### src/rtl/exec_monitor_pkg.sv
`default_nettype none
// ============================================================================
// exec_monitor_pkg -- shared state, halt-cause and NOP encodings. Rev 1.0
// ============================================================================
package exec_monitor_pkg;

    typedef enum logic [1:0] {
        IDLE   = 2'd0,
        RUN    = 2'd1,
        HALTED = 2'd2
    } state_t;

    localparam logic [1:0]  CAUSE_NONE     = 2'd0;
    localparam logic [1:0]  CAUSE_NOP      = 2'd1;
    localparam logic [1:0]  CAUSE_MISALIGN = 2'd2;
    localparam logic [1:0]  CAUSE_TIMEOUT  = 2'd3;

    localparam logic [31:0] NOP_INSTR      = 32'h0000_0000;

endpackage
`default_nettype wire

### src/rtl/trace_fifo.sv
`default_nettype none
// ============================================================================
// trace_fifo -- synchronous first-word fall-through FIFO. Rev 1.0
// ============================================================================
module trace_fifo #(
    parameter int WIDTH = 64,
    parameter int DEPTH = 8
) (
    input  logic             clk,
    input  logic             rst,
    input  logic             push,
    input  logic [WIDTH-1:0] din,
    output logic             full,
    input  logic             pop,
    output logic [WIDTH-1:0] dout,
    output logic             empty
);

    localparam int AW = $clog2(DEPTH);

    logic [WIDTH-1:0] r_mem [DEPTH];
    logic [AW:0]      r_wr_ptr;
    logic [AW:0]      r_rd_ptr;
    logic             w_do_push;
    logic             w_do_pop;

    // Extra pointer MSB separates full from empty once the pointers wrap.
    assign empty = (r_wr_ptr == r_rd_ptr);
    assign full  = (r_wr_ptr[AW] != r_rd_ptr[AW]) &&
                   (r_wr_ptr[AW-1:0] == r_rd_ptr[AW-1:0]);

    assign w_do_pop  = pop && !empty;
    assign w_do_push = push && (!full || w_do_pop);
    assign dout      = r_mem[r_rd_ptr[AW-1:0]];

    always_ff @(posedge clk) begin
        if (!rst) begin
            r_wr_ptr <= '0;
            r_rd_ptr <= '0;
        end else begin
            if (w_do_push) r_wr_ptr <= r_wr_ptr + 1'b1;
            if (w_do_pop)  r_rd_ptr <= r_rd_ptr + 1'b1;
        end
    end

    always_ff @(posedge clk) begin
        if (w_do_push) r_mem[r_wr_ptr[AW-1:0]] <= din;
    end

endmodule
`default_nettype wire

### src/rtl/exec_monitor.sv
`default_nettype none
// ============================================================================
// exec_monitor -- core run/halt detection, cycle counting and trace capture. Rev 1.0
// ============================================================================
module exec_monitor
    import exec_monitor_pkg::*;
#(
    parameter int NOP_LIMIT   = 6,
    parameter int CYCLE_LIMIT = 10000000,
    parameter int CNT_W       = 32,
    parameter int FIFO_DEPTH  = 8
) (
    input  logic             clk,
    input  logic             rst,
    input  logic             run_en,
    input  logic [31:0]      pc_if,
    input  logic [31:0]      pc_id,
    input  logic [31:0]      ir_id,
    input  logic             ir_valid,
    output logic             trc_valid,
    input  logic             trc_ready,
    output logic [31:0]      trc_pc,
    output logic [31:0]      trc_ir,
    output logic             halt,
    output logic [1:0]       halt_cause,
    output logic [CNT_W-1:0] cycle_cnt,
    output logic [15:0]      drop_cnt,
    output logic             drain_done
);

    localparam int               NOP_W       = $clog2(NOP_LIMIT + 1);
    localparam logic [NOP_W-1:0] C_NOP_MAX   = NOP_W'(NOP_LIMIT);
    localparam logic [NOP_W-1:0] C_NOP_LAST  = NOP_W'(NOP_LIMIT - 1);
    localparam logic [CNT_W-1:0] C_CYC_LAST  = CNT_W'(CYCLE_LIMIT - 1);

    state_t           r_state;
    state_t           w_state_next;
    logic [NOP_W-1:0] r_nop_cnt;
    logic [CNT_W-1:0] r_cycle_cnt;
    logic [15:0]      r_drop_cnt;
    logic             r_halt;
    logic [1:0]       r_cause;

    logic             w_is_nop;
    logic             w_misalign;
    logic             w_nop_halt;
    logic             w_timeout;
    logic             w_halt_any;
    logic [1:0]       w_cause;
    logic             w_push_req;
    logic             w_fifo_full;
    logic             w_fifo_empty;
    logic             w_drop;
    logic [63:0]      w_fifo_dout;
    logic             w_unused_pc;

    assign w_unused_pc = &{1'b0, pc_if[31:2]};

    assign w_is_nop   = (ir_id == NOP_INSTR);
    assign w_misalign = (pc_if[1:0] != 2'b00);
    assign w_nop_halt = ir_valid && w_is_nop && (r_nop_cnt == C_NOP_LAST);
    assign w_timeout  = (r_cycle_cnt == C_CYC_LAST);
    assign w_halt_any = (r_state == RUN) && (w_misalign || w_nop_halt || w_timeout);

    always_comb begin
        w_cause = CAUSE_NONE;
        if (w_misalign)      w_cause = CAUSE_MISALIGN;
        else if (w_nop_halt) w_cause = CAUSE_NOP;
        else if (w_timeout)  w_cause = CAUSE_TIMEOUT;
    end

    always_comb begin
        w_state_next = r_state;
        case (r_state)
            IDLE:    if (run_en) w_state_next = RUN;
            RUN: begin
                if (w_halt_any)   w_state_next = HALTED;
                else if (!run_en) w_state_next = IDLE;
            end
            HALTED:  w_state_next = HALTED;
            default: w_state_next = IDLE;
        endcase
    end

    always_ff @(posedge clk) begin
        if (!rst) r_state <= IDLE;
        else      r_state <= w_state_next;
    end

    // Counters and the sticky halt record only move while the core runs.
    always_ff @(posedge clk) begin
        if (!rst) begin
            r_nop_cnt   <= '0;
            r_cycle_cnt <= '0;
            r_drop_cnt  <= '0;
            r_halt      <= 1'b0;
            r_cause     <= CAUSE_NONE;
        end else begin
            if (r_state == RUN) begin
                r_cycle_cnt <= r_cycle_cnt + CNT_W'(1);
                if (ir_valid) begin
                    if (!w_is_nop)                 r_nop_cnt <= '0;
                    else if (r_nop_cnt != C_NOP_MAX) r_nop_cnt <= r_nop_cnt + 1'b1;
                end
            end
            if (w_halt_any) begin
                r_halt  <= 1'b1;
                r_cause <= w_cause;
            end
            if (w_drop && (r_drop_cnt != 16'hFFFF)) r_drop_cnt <= r_drop_cnt + 16'd1;
        end
    end

    assign w_push_req = (r_state == RUN) && ir_valid;
    assign w_drop     = w_push_req && w_fifo_full && !(trc_valid && trc_ready);

    trace_fifo #(
        .WIDTH (64),
        .DEPTH (FIFO_DEPTH)
    ) u_trace_fifo (
        .clk   (clk),
        .rst   (rst),
        .push  (w_push_req),
        .din   ({pc_id, ir_id}),
        .full  (w_fifo_full),
        .pop   (trc_ready),
        .dout  (w_fifo_dout),
        .empty (w_fifo_empty)
    );

    assign trc_valid  = !w_fifo_empty;
    assign trc_pc     = w_fifo_dout[63:32];
    assign trc_ir     = w_fifo_dout[31:0];
    assign halt       = r_halt;
    assign halt_cause = r_cause;
    assign cycle_cnt  = r_cycle_cnt;
    assign drop_cnt   = r_drop_cnt;
    assign drain_done = (r_state == HALTED) && w_fifo_empty;

endmodule
`default_nettype wire

### config.mk
export PLATFORM = sky130hd
export DESIGN_NAME = exec_monitor
export DESIGN_NICKNAME = d
export VERILOG_FILES = /design/src/rtl/exec_monitor_pkg.sv /design/src/rtl/trace_fifo.sv /design/src/rtl/exec_monitor.sv
export SDC_FILE = /design/constraint.sdc
export NUM_CORES = 1
export LEC_CHECK = 0
export ABC_AREA = 1
export CAP_MARGIN = 20
export CORE_ASPECT_RATIO = 1.5
export CORE_UTILIZATION = 45
export CTS_BUF_LIST = sky130_fd_sc_hd__clkbuf_8 sky130_fd_sc_hd__clkbuf_16
export DETAILED_ROUTE_END_ITERATION = 12
export GPL_TIMING_DRIVEN = 0
export SLEW_MARGIN = 20
export SYNTH_ARGS = -nofsm -noshare
export SYNTH_HDL_FRONTEND = slang
export SYNTH_HIERARCHICAL = 1
export SYNTH_SLANG_ARGS = --single-unit
export TNS_END_PERCENT = 30
### constraint.sdc
create_clock -name clk -period 7.36 [get_ports clk]
set_clock_uncertainty 0.15 [all_clocks]
set_input_delay 0.736 -clock clk [delete_from_list [all_inputs] [get_ports clk]]
set_output_delay 0.736 -clock clk [all_outputs]
set_load 0.05 [all_outputs]
Word-level counts from Yosys, hierarchy flattened

Memory sizes are Yosys's and may differ from the RTL's. A register that Yosys moved wholly into a read port is not among the register bits.
Index checks and enable logic that the tools add are counted.
Widths: inputs -> output; s select.

Flip-flop bits (word level): 64
Bits in writable memories: 512
Bits of input ports: 101
Output and inout port bits: 117
Memories: 1

Add/sub/neg operators: 5
Equal/unequal tests: 12
Muxes and demuxes: 13
Reduce and logical (&&, ||, !) cells: 22

Memory list:

| name               | depth | width | rd ports | clocked after Yosys merged registers in | wr ports | RTL line         | text |
|---|---|---|---|---|---|---|---|
| u_trace_fifo.r_mem | 8     | 64    | 1        | 1                                       | 1        | trace_fifo.sv:21 | `logic [WIDTH-1:0] r_mem [DEPTH];` |

Operators by type and width:

| operator              | count |
|---|---|
| $add 32x1->32 const B | 1 |
| $eq 32x24->1 const B  | 1 |
| $logic_not 32->1      | 1 |
| $add 16x1->16 const B | 1 |
| $ne 16x16->1 const B  | 1 |
| $mux 2                | 6 |
| $mux 3                | 4 |
| $logic_and 1x1->1     | 11 |
| $add 4x1->4 const B   | 2 |
| $ne 3x3->1 const B    | 2 |
| $pmux 2 s3            | 1 |
| $eq 4x4->1            | 1 |
| $add 3x1->3 const B   | 1 |
| $eq 3x3->1            | 1 |
| $eq 3x3->1 const B    | 1 |
| $logic_not 1->1       | 3 |
| $logic_or 1x1->1      | 3 |
| $reduce_and 3->1      | 1 |
| $eq 2x1->1 const B    | 1 |
| $eq 2x2->1 const B    | 1 |
| $logic_not 2->1       | 1 |
| $mux 1                | 2 |
| $ne 2x1->1 const B    | 1 |
| $ne 2x2->1 const B    | 1 |
| other kinds (3)       | 3 |

Longest topological paths before layout

Gate-level depths: netlist of the first run.

Word-level depth: 8
Gate-level depth with buffers: 14
Gate-level depth less buffers: 14

Cells and area by module

The synthesis of the first run kept the hierarchy.

Modules (own cells, without submodules):

| module       | times used | cells an instance | area each (µm²) | seq. area each (µm²) |
|---|---|---|---|---|
| trace_fifo   | 1          | 1530              | 20347.0         | 15595.0 |
| exec_monitor | 1          | 501               | 3200.6          | 1121.1 |

Least setup slack after synthesis of the first run

OpenSTA, ideal clock, no wires.

Path type: input port to flip-flop
Start point: in ir_valid
End point: mem u_trace_fifo.r_mem[6][0], enable pin
Arrival time: 5.516 ns
Slack: 1.129 ns
Stages on the path: 4
Path buffers: 0
Cell sequence: inv_1 > nor2_4 > nand3_1 > nor3_1

Word-level cells in the longest chain between the ends: 4

RTL lines:

| what                         | RTL line            | text |
|---|---|---|
| from (decl)                  | exec_monitor.sv:19  | `input logic ir_valid,` |
| $logic_and 1x1->1            | exec_monitor.sv:114 | `assign w_push_req = (r_state == RUN) && ir_valid;` |
| net w_push_req               | exec_monitor.sv:50  | `logic w_push_req;` |
| $logic_and 1x1->1            | trace_fifo.sv:33    | `assign w_do_push = push && (!full \|\| w_do_pop);` |
| $mux 1                       | trace_fifo.sv:47    | `if (w_do_push) r_mem[r_wr_ptr[AW-1:0]] <= din;` |
| $mux 1 (not written as such) | trace_fifo.sv:47    |  |
| to (decl)                    | trace_fifo.sv:21    |  |

The timed path passes the listed nets, and every way through them passes these cells.

==> results of run 1 <==
[stage by stage]
stage	setup slack [ps]	hold slack [ps]
after floorplan	1130	292
after global placement	-3500	298
after detailed placement	3480	292
after CTS	2850	309
after global routing	2720	340
final	2840	309
[cells by family (layout without fill, tap and decap cells)]
kind of cell             after synthesis  in the layout
buffers and inverters                178            494
AND/OR/NAND/NOR                      924            924
XOR/XNOR                              13             13
AO/OA/AOI/OAI                        330            330
flip-flops                           579            579
adder cells (fa/ha/maj)                7              7
[report_power, final]
part | internal [mW] | total [mW] | switching, mW
logic | 0.471 | 1.55 | 1.08
registers | 3.60 | 3.61 | 0.0152
clock network | 1.59 | 2.77 | 1.18
[cells in the final DEF (no fill, tap or decap), types with 4 or more instances in the layout]
master | synthesis | final
buf_4 | 3 | 9
nand2_1 | 336 | 336
dfxtp_1 | 67 | 67
a21oi_1 | 41 | 41
bufinv_16 | 0 | 5
clkdlybuf4s50_1 | 0 | 187
clkbuf_16 | 0 | 57
buf_16 | 0 | 9
inv_1 | 69 | 80
clkbuf_1 | 55 | 55
o32ai_1 | 128 | 128
nor3_2 | 3 | 4
nand3_1 | 31 | 31
clkinv_1 | 1 | 10
nor2_1 | 499 | 492
buf_2 | 34 | 34
edfxtp_1 | 512 | 512
buf_1 | 4 | 4
xor2_1 | 10 | 10
o21ai_0 | 152 | 152
buf_12 | 0 | 12
nand2_2 | 6 | 6
nor2_4 | 6 | 13
ha_1 | 7 | 7
nand4_1 | 10 | 10
nor2_2 | 4 | 4
buf_6 | 9 | 12
clkinv_2 | 0 | 10
nor3_1 | 20 | 19
[state kept, by name (all words and copies together) (netlist names), named ones only]
name	flops
u_trace_fifo/r_mem	512
cycle_cnt	32
drop_cnt	16
u_trace_fifo/r_rd_ptr	4
u_trace_fifo/r_wr_ptr	4
r_nop_cnt	3
halt_cause	2
r_state	2
halt	1
[worst max-delay path, stage by stage, from the launching register on]
cell and delay (ps):
dfxtp_1 390, clkbuf_1 520, clkbuf_1 540, o21ai_0 200, o32ai_1 330, nand2_1 130, nand2_1 120, clkdlybuf4s50_1 810
[per-layer routing]
metal  wire length [um]  part of all wire (%)  up-vias
li1                   -                     -     7747
met1              24000                    37     8126
met2              33700                    52      612
met3               4250                   6.6      152
met4               2410                   3.7        0
met5                  0                     0        -
[worst max path at each step]
stage,cells past startpoint,startpoint,to,slack (ps)
finish,7,flip-flop,trc_ir[2],2840
global route,7,flip-flop,trc_ir[2],2720
CTS,7,flip-flop,trc_ir[2],2850
detailed placement,7,flip-flop,trc_ir[2],3480
global placement,5,trc_ready,u_trace_fifo/r_mem[6][38]$_DFFE_PP_,-3500
floorplan,4,ir_valid,u_trace_fifo/r_mem[6][0]$_DFFE_PP_,1130
[layout make-up]
type                    instances  area [um^2]
fillers                      4404        23000
flip-flops and latches        579        16700
multi-input cells            1274         6100
repair buffers                217         2440
clock buffers                  59         1450
well taps                     676          846
plain buffers                 105          515
clock inverters                40          315
inverters                      73          274
==> results.py, run 1 <==
metrics = {
    "status": {
        "outcome": "finished clean",
    },
    "hold_path": {
        "hp-class": "flip-flop to flip-flop",
        "min_to": "halt_cause[0]$_SDFFE_PN0P_",
        "holdPathStages": 2,
        "min_from": "halt_cause[0]$_SDFFE_PN0P_",
    },
    "cells_and_area": {
        "area_growth_pct": 21.7,
        "num_antenna_cells": 0,
        "drive_gt1_share_pct": 8.01,
        "fin_util_pct": 55.4,
        "final_area_um2": 28700,
        "stdcell_count": 3023,
        "finish.net_count": 2413,
    },
    "floorplanning": {
        "io_pins": 218,
        "core_um2": 51700,
        "die_area_um2": 53300,
        "die_w_um": 189,
        "start_util_pct": 45.6,
        "rows": 102,
        "chipHeight_um": 282,
    },
    "setup_path": {
        "endpoint_kind": "primary output",
        "crit_fanout": 10,
        "ff2ff_setup_slack_ps": 4300,
        "reg2reg_from": "u_trace_fifo/r_wr_ptr[1]$_SDFFE_PN0P_",
        "critPathLaunchType": "flip-flop",
        "r2r-end": "u_trace_fifo/r_mem[6][34]$_DFFE_PP_",
        "crit_type": "flip-flop to primary output",
        "worstPathRequired_ps": 6470,
        "r2r_cells": 10,
        "cp.arrival_ps": 3630,
    },
    "pwr": {
        "finalPower_mw": 7.94,
        "power.leakage_nw": 9.63,
        "vdd_drop_max_uv": 184,
        "p_per_area_nw_per_um2": 277,
    },
    "clock_network": {
        "clk_latency_ps": 580,
        "clock-sinks": 579,
        "ctsHoldBuffers": 0,
        "ctsRootBufferMaster": "clkbuf_16",
        "post-cts-setup-buffers": 0,
        "cts_resized": 0,
        "clockBufferDepth": 3,
        "numCtsBuffers": 55,
        "path_clk_slew_ps": 60,
        "htree_levels": 2,
        "cts_tree": "done",
    },
    "drt": {
        "first_pass_iters": 6,
        "routedWlPerCell_um": 21.3,
        "drc": 0,
        "ant_nets": 0,
        "drt_iter0_drc": 1012,
        "vias": 16600,
        "route.final.wire_length_um": 64300,
        "viasPerCell": 5.50,
    },
    "job": {
        "cap_violations": 0,
    },
    "synthesis": {
        "synth.ff_latch_count": 579,
        "synth_top_family_by_area": "simple AND/OR/NAND/NOR gates",
        "synth_area_um2": 23500,
        "synth_edf_count": 512,
        "synth_top_area_share_pct": 65.3,
        "synth_ff_type": "edfxtp_1",
        "synthMuxAreaShare_pct": 0,
        "synth_compound_area_share_pct": 9.14,
        "synth.avg_cell_area_um2": 11.6,
        "synth_most_common_cell": "edfxtp_1",
        "ys_seq_area_share_pct": 71.0,
        "yosys_warnings": 6,
        "synthSimpleGateAreaFrac_pct": 15.7,
        "ys_top_cells_by_area": "edfxtp_1, nor2_1, dfxtp_1, nand2_1, o32ai_1",
        "synth_xor_area_share_pct": 0.484,
        "syn_inst": 2031,
        "synth_top_area_cell": "edfxtp_1",
        "ys_async_sr_fraction_pct": 0,
        "synthAdderAreaFrac_pct": 0.372,
        "netlist-cell-type-count": 35,
        "synthesis.nets": 2139,
        "synth_commonest_cells": "edfxtp_1, nor2_1, nand2_1, o21ai_0, o32ai_1",
    },
    "place": {
        "dp_cells": 2924,
        "gp_congestion": 0.900,
        "port_buffers": 187,
        "hpwl_um": 43000,
        "placed_area_um2": 26900,
    },
    "sta": {
        "min_period_over_period_pct": 61.4,
        "slew_headroom_pct": 45.4,
        "max_freq_ghz": 0.221,
        "hold_viol_final": 0,
        "worst_pin_slew_ps": 820,
        "rsz0062_at_grt": "false",
        "min_period_ps": 4520,
        "setup_viol": 0,
        "setup_tns_ps": 0,
        "slew_viol_final": 0,
    },
    "grt": {
        "grt_busiest_layer": "met2",
        "grt_pass1_wl_um": 96800,
        "first_global_vias": 16800,
        "use_met1_pct": 27.6,
        "use_met2_pct": 44.0,
        "use_met3_pct": 4.16,
        "grt-ovfl-total": 0,
        "antenna_found_initial": 0,
        "grt_max_degree": 23,
        "grt_usage_pct": 24.1,
    },
}
Note: power is estimated with default switching activity, not from simulation.
==> run 2, diff against run 1 <==
==> constraint.sdc (replaced) <==
create_clock -name clk -period 4.26 [get_ports clk]
set_clock_uncertainty 0.15 [all_clocks]
set_input_delay 0.426 -clock clk [delete_from_list [all_inputs] [get_ports clk]]
set_output_delay 0.426 -clock clk [all_outputs]
set_load 0.05 [all_outputs]
==> results.py, run 2 (synthesized netlist as in run 1, its figures left out) <==
metrics = {
    "sta": {
        "worst_slack_ps": 156,
        "hold_ws_ps": 262,
        "min_period_ps": 4100,
        "slew_viol_final": 0,
        "hold_viol_final": 0,
        "max_freq_ghz": 0.244,
        "setup_tns_ps": 0,
        "min_period_over_period_pct": 96.3,
        "slew_headroom_pct": 49.1,
        "setup_viol": 0,
        "rsz0062_at_grt": "false",
        "worst_pin_slew_ps": 763,
    },
    "setup_path": {
        "cp.arrival_ps": 3530,
        "endpoint_kind": "primary output",
        "critPathLaunchType": "flip-flop",
        "worstPathRequired_ps": 3680,
        "crit_type": "flip-flop to primary output",
        "crit_fanout": 10,
    },
    "cells_and_area": {
        "finish.net_count": 2409,
        "drive_gt1_share_pct": 7.68,
        "layout_common_cells": "edfxtp_1, nor2_1, nand2_1",
        "fill_cells": 4330,
        "final_area_um2": 28600,
        "layout_commonest_cell": "edfxtp_1",
        "largest_reg_flops": 512,
        "area_growth_pct": 21.4,
        "fin_util_pct": 55.3,
        "stdcell_count": 3022,
    },
    "floorplanning": {
        "core_um2": 51700,
        "chipHeight_um": 282,
        "rows": 102,
        "start_util_pct": 45.6,
        "die_area_um2": 53300,
        "die_w_um": 189,
        "io_pins": 218,
    },
    "pwr": {
        "finalPower_mw": 13.5,
        "power_frac_comb_pct": 19.8,
        "switchingPower_mw": 3.92,
        "p_per_area_nw_per_um2": 473,
        "power.leakage_nw": 9.61,
        "internal_power_mw": 9.61,
        "vdd_drop_max_uv": 298,
        "pwr-share-seq_pct": 46.1,
        "clock_power_share_pct": 34.1,
        "swShare_pct": 29.0,
    },
    "drt": {
        "first_pass_iters": 5,
        "drt_iter0_drc": 1265,
        "ant_nets": 0,
        "viasPerCell": 5.50,
        "routedWlPerCell_um": 21.2,
        "route.final.wire_length_um": 64100,
        "vias": 16600,
        "drc": 0,
    },
    "clock_network": {
        "clock-sinks": 579,
        "clk_latency_ps": 580,
        "path_clk_slew_ps": 60,
        "post-cts-setup-buffers": 0,
        "clockBufferDepth": 3,
        "numCtsBuffers": 54,
        "cts_resized": 0,
        "htree_levels": 2,
        "ctsHoldBuffers": 0,
        "cts_tree": "done",
        "ctsRootBufferMaster": "clkbuf_16",
    },
    "grt": {
        "grt-ovfl-total": 0,
        "grt_max_degree": 22,
        "antenna_found_initial": 2,
        "grt_pass1_wl_um": 96400,
        "first_global_vias": 16700,
        "grt_usage_pct": 24.0,
    },
    "place": {
        "place_ws_ps": 725,
        "gp_congestion": 0.878,
        "dp_cells": 2921,
        "placed_area_um2": 26900,
        "hpwl_um": 42800,
        "port_buffers": 187,
    },
    "job": {
        "cap_violations": 0,
    },
    "hold_path": {
        "hp-class": "input port to flip-flop",
    },
    "status": {
        "outcome": "finished clean",
    },
}
==> run 2: cell count changes in the layout (fill, tap and decap cells not counted), sizes merged <==
cell / change
diode: +1
clkbuf: -3
inv: +2
buf: -3
bufinv: -1
clkinv: +3
==> run 2: power groups by stage <==
stage,clock network (mW),logic (mW),registers [mW]
floorplan,0,1.64,6.37
global placement,0,2.64,6.36
detailed placement,0,2.68,6.36
CTS,4.71,2.69,6.24
global route,4.91,2.85,6.24
finish,4.62,2.68,6.24
==> run 2: worst max-delay path, cell delays in order, from the launching register on <==
cell	delay, ps
dfxtp_1	390
clkbuf_1	530
clkbuf_1	510
o21ai_0	180
o32ai_1	300
nand2_1	110
nand2_1	130
clkdlybuf4s50_1	810
==> run 2: worst paths after layout <==
| kind | from | end | slack (ps) | depth (start not counted) |
|---|---|---|---|---|
| worst max-delay path | flip-flop | trc_ir[2] | 160 | 7 |
| worst min-delay path | run_en | r_state[0]$_SDFFE_PN0P_ | 260 | 3 |
| worst max register to register | u_trace_fifo/r_wr_ptr[1]$_SDFFE_PN0P_ | u_trace_fifo/r_mem[6][35]$_DFFE_PP_ | 1190 | 11 |
| worst min register to register | halt_cause[0]$_SDFFE_PN0P_ | halt_cause[0]$_SDFFE_PN0P_ | 320 | 2 |
==> run 2: layout make-up <==
cell class	instances	area (um^2)	share of cell area, %
flip-flops and latches	579	16700	58.5
multi-input cells	1274	6110	21.4
repair buffers	214	2440	8.55
clock buffers	56	1390	4.86
well taps	676	846	2.96
plain buffers	105	517	1.81
clock inverters	44	295	1.03
inverters	73	274	0.958
diodes	1	2.50	0.00875
==> run 2: routing by layer <==
layer / up-vias / wire (um) / GRT usage (%) / part of all wire [%]
met3: 156 / 3590 / 3.97 / 5.6
met5: - / 12 / 0 / 0.019
met2: 572 / 33300 / 43.4 / 52
li1: 7743 / - / - / -
met4: 2 / 2660 / 11.4 / 4.2
met1: 8142 / 24500 / 27.5 / 38
==> run 3, diff against run 2 <==
--- a/config.mk
+++ b/config.mk
@@ -10,6 +10,7 @@
 export CORE_ASPECT_RATIO = 1.5
 export CORE_UTILIZATION = 45
 export CTS_BUF_LIST = sky130_fd_sc_hd__clkbuf_8 sky130_fd_sc_hd__clkbuf_16
+export CTS_CLUSTER_SIZE = 16
 export DETAILED_ROUTE_END_ITERATION = 12
 export GPL_TIMING_DRIVEN = 0
 export SLEW_MARGIN = 20
==> results.py, run 3 (synthesized netlist as in run 1, its figures left out) <==
metrics = {
    "status": {
        "outcome": "finished clean",
    },
    "cells_and_area": {
        "layout_common_cells": "edfxtp_1, nor2_1, nand2_1",
        "area_growth_pct": 21.6,
        "final_area_um2": 28600,
        "layout_commonest_cell": "edfxtp_1",
        "finish.net_count": 2409,
        "drive_gt1_share_pct": 7.76,
        "multi_input_area_um2": 6110,
        "largest_reg_flops": 512,
        "final-seq-area_um2": 16700,
        "fill_cells": 4326,
    },
    "floorplanning": {
        "rows": 102,
        "io_pins": 218,
        "die_area_um2": 53300,
        "start_util_pct": 45.6,
        "chipHeight_um": 282,
        "core_um2": 51700,
        "die_w_um": 189,
    },
    "setup_path": {
        "slowest_stage": "clkdlybuf4s50_1",
        "path_buf_inv": 3,
        "crit_type": "flip-flop to primary output",
        "path_cells": "clkbuf_1, clkbuf_1, o21ai_0, o32ai_1, nand2_1, nand2_1, clkdlybuf4s50_1",
        "crit_fanout": 10,
        "r2r_cells": 11,
        "endpoint_kind": "primary output",
        "critPathTopFamily": "buffers and inverters",
        "crit_path_max_incr_delay_ps": 810,
        "cp.arrival_ps": 3560,
        "worstPathRequired_ps": 3680,
        "critPathLaunchType": "flip-flop",
        "path_depth": 7,
    },
    "sta": {
        "slew_viol_final": 0,
        "max_freq_ghz": 0.242,
        "worst_slack_ps": 129,
        "min_period_ps": 4130,
        "worst_pin_slew_ps": 754,
        "min_period_over_period_pct": 97.0,
        "hold_viol_final": 0,
        "setup_tns_ps": 0,
        "rsz0062_at_grt": "false",
        "slew_headroom_pct": 49.8,
        "setup_viol": 0,
    },
    "drt": {
        "ant_nets": 0,
        "first_pass_iters": 6,
        "viasPerCell": 5.51,
        "drc": 0,
        "routedWlPerCell_um": 21.2,
        "vias": 16600,
        "drt_iter0_drc": 1242,
        "route.final.wire_length_um": 64100,
    },
    "job": {
        "cap_violations": 0,
    },
    "clock_network": {
        "ctsHoldBuffers": 0,
        "htree_levels": 2,
        "ctsRootBufferMaster": "clkbuf_16",
        "cts_tree": "done",
        "post-cts-setup-buffers": 0,
        "clk_latency_ps": 570,
        "numCtsBuffers": 54,
        "clock-sinks": 579,
        "clockBufferDepth": 3,
        "path_clk_slew_ps": 60,
    },
    "place": {
        "port_buffers": 187,
        "gp_congestion": 0.878,
        "hpwl_um": 42800,
        "place_ws_ps": 725,
        "placed_area_um2": 26900,
    },
    "hold_path": {
        "holdPathStages": 3,
        "hp-class": "input port to flip-flop",
    },
    "grt": {
        "grt_pass1_wl_um": 96500,
        "grt-ovfl-total": 0,
        "grt_max_degree": 22,
        "grt_usage_pct": 24.0,
        "antenna_found_initial": 2,
        "first_global_vias": 16700,
    },
    "pwr": {
        "p_per_area_nw_per_um2": 476,
        "power.leakage_nw": 9.61,
        "vdd_drop_max_uv": 298,
    },
}
## run 3: repair_timing
item / in CTS / in global routing
gates resized for setup: 0 / 2
endpoints found under the setup margin: 0 / 5
endpoints found under the hold margin: 0 / 0
## run 3: path summary, 6_finish.rpt
kind / start / end / slack, ps
max: flip-flop / trc_ir[2] / 130
min: run_en / r_state[0]$_SDFFE_PN0P_ / 270
min reg2reg: halt_cause[0]$_SDFFE_PN0P_ / halt_cause[0]$_SDFFE_PN0P_ / 310
max reg2reg: u_trace_fifo/r_wr_ptr[1]$_SDFFE_PN0P_ / u_trace_fifo/r_mem[6][30]$_DFFE_PP_ / 1190
## run 3: through the flow
step                      util (%)  hold WS [ps]  total power [mW]  std cells
after floorplan                  -           292              8.01       2031
after global placement        50.8           297              9.00       2894
after detailed placement      52.0           295              9.04       2921
after CTS                     55.4           233              13.7       3021
after global routing          55.4           244              14.1       3022
final                         55.4           265              13.6       3022
## run 3: where the power goes
part / total, mW / switching [mW] / leakage [nW] / internal (mW)
registers: 6.24 / 0.0253 / 5.15 / 6.21
logic: 2.68 / 1.86 / 3.58 / 0.814
clock network: 4.70 / 2.05 / 0.876 / 2.65
total: 13.6 / 3.93 / 9.61 / 9.68
## run 3: cell type report
class / instances / share of cell area, %
diodes: 1 / 0.00874
well taps: 676 / 2.96
inverters: 73 / 0.957
plain buffers: 105 / 1.81
multi-input cells: 1274 / 21.3
clock inverters: 44 / 1.15
repair buffers: 214 / 8.54
flip-flops and latches: 579 / 58.4
clock buffers: 56 / 4.86
## run 3: per-layer routing
layer	part of all wire [%]	global-route usage [%]	wire length, um
met1	38	27.5	24400
met2	52	43.5	33300
met3	5.9	3.97	3810
met4	4.1	11.1	2610
met5	0.022	0	14
## run 3: worst register-to-register path, cell delays in order, from the launching register on
cell	delay (ps)
dfxtp_1	360
inv_1	170
nand2_1	70
nand2_1	60
nor2_1	60
nand4_1	240
nand3_1	390
nor3_4	540
buf_8	230
buf_16	160
buf_8	180
buf_8	180
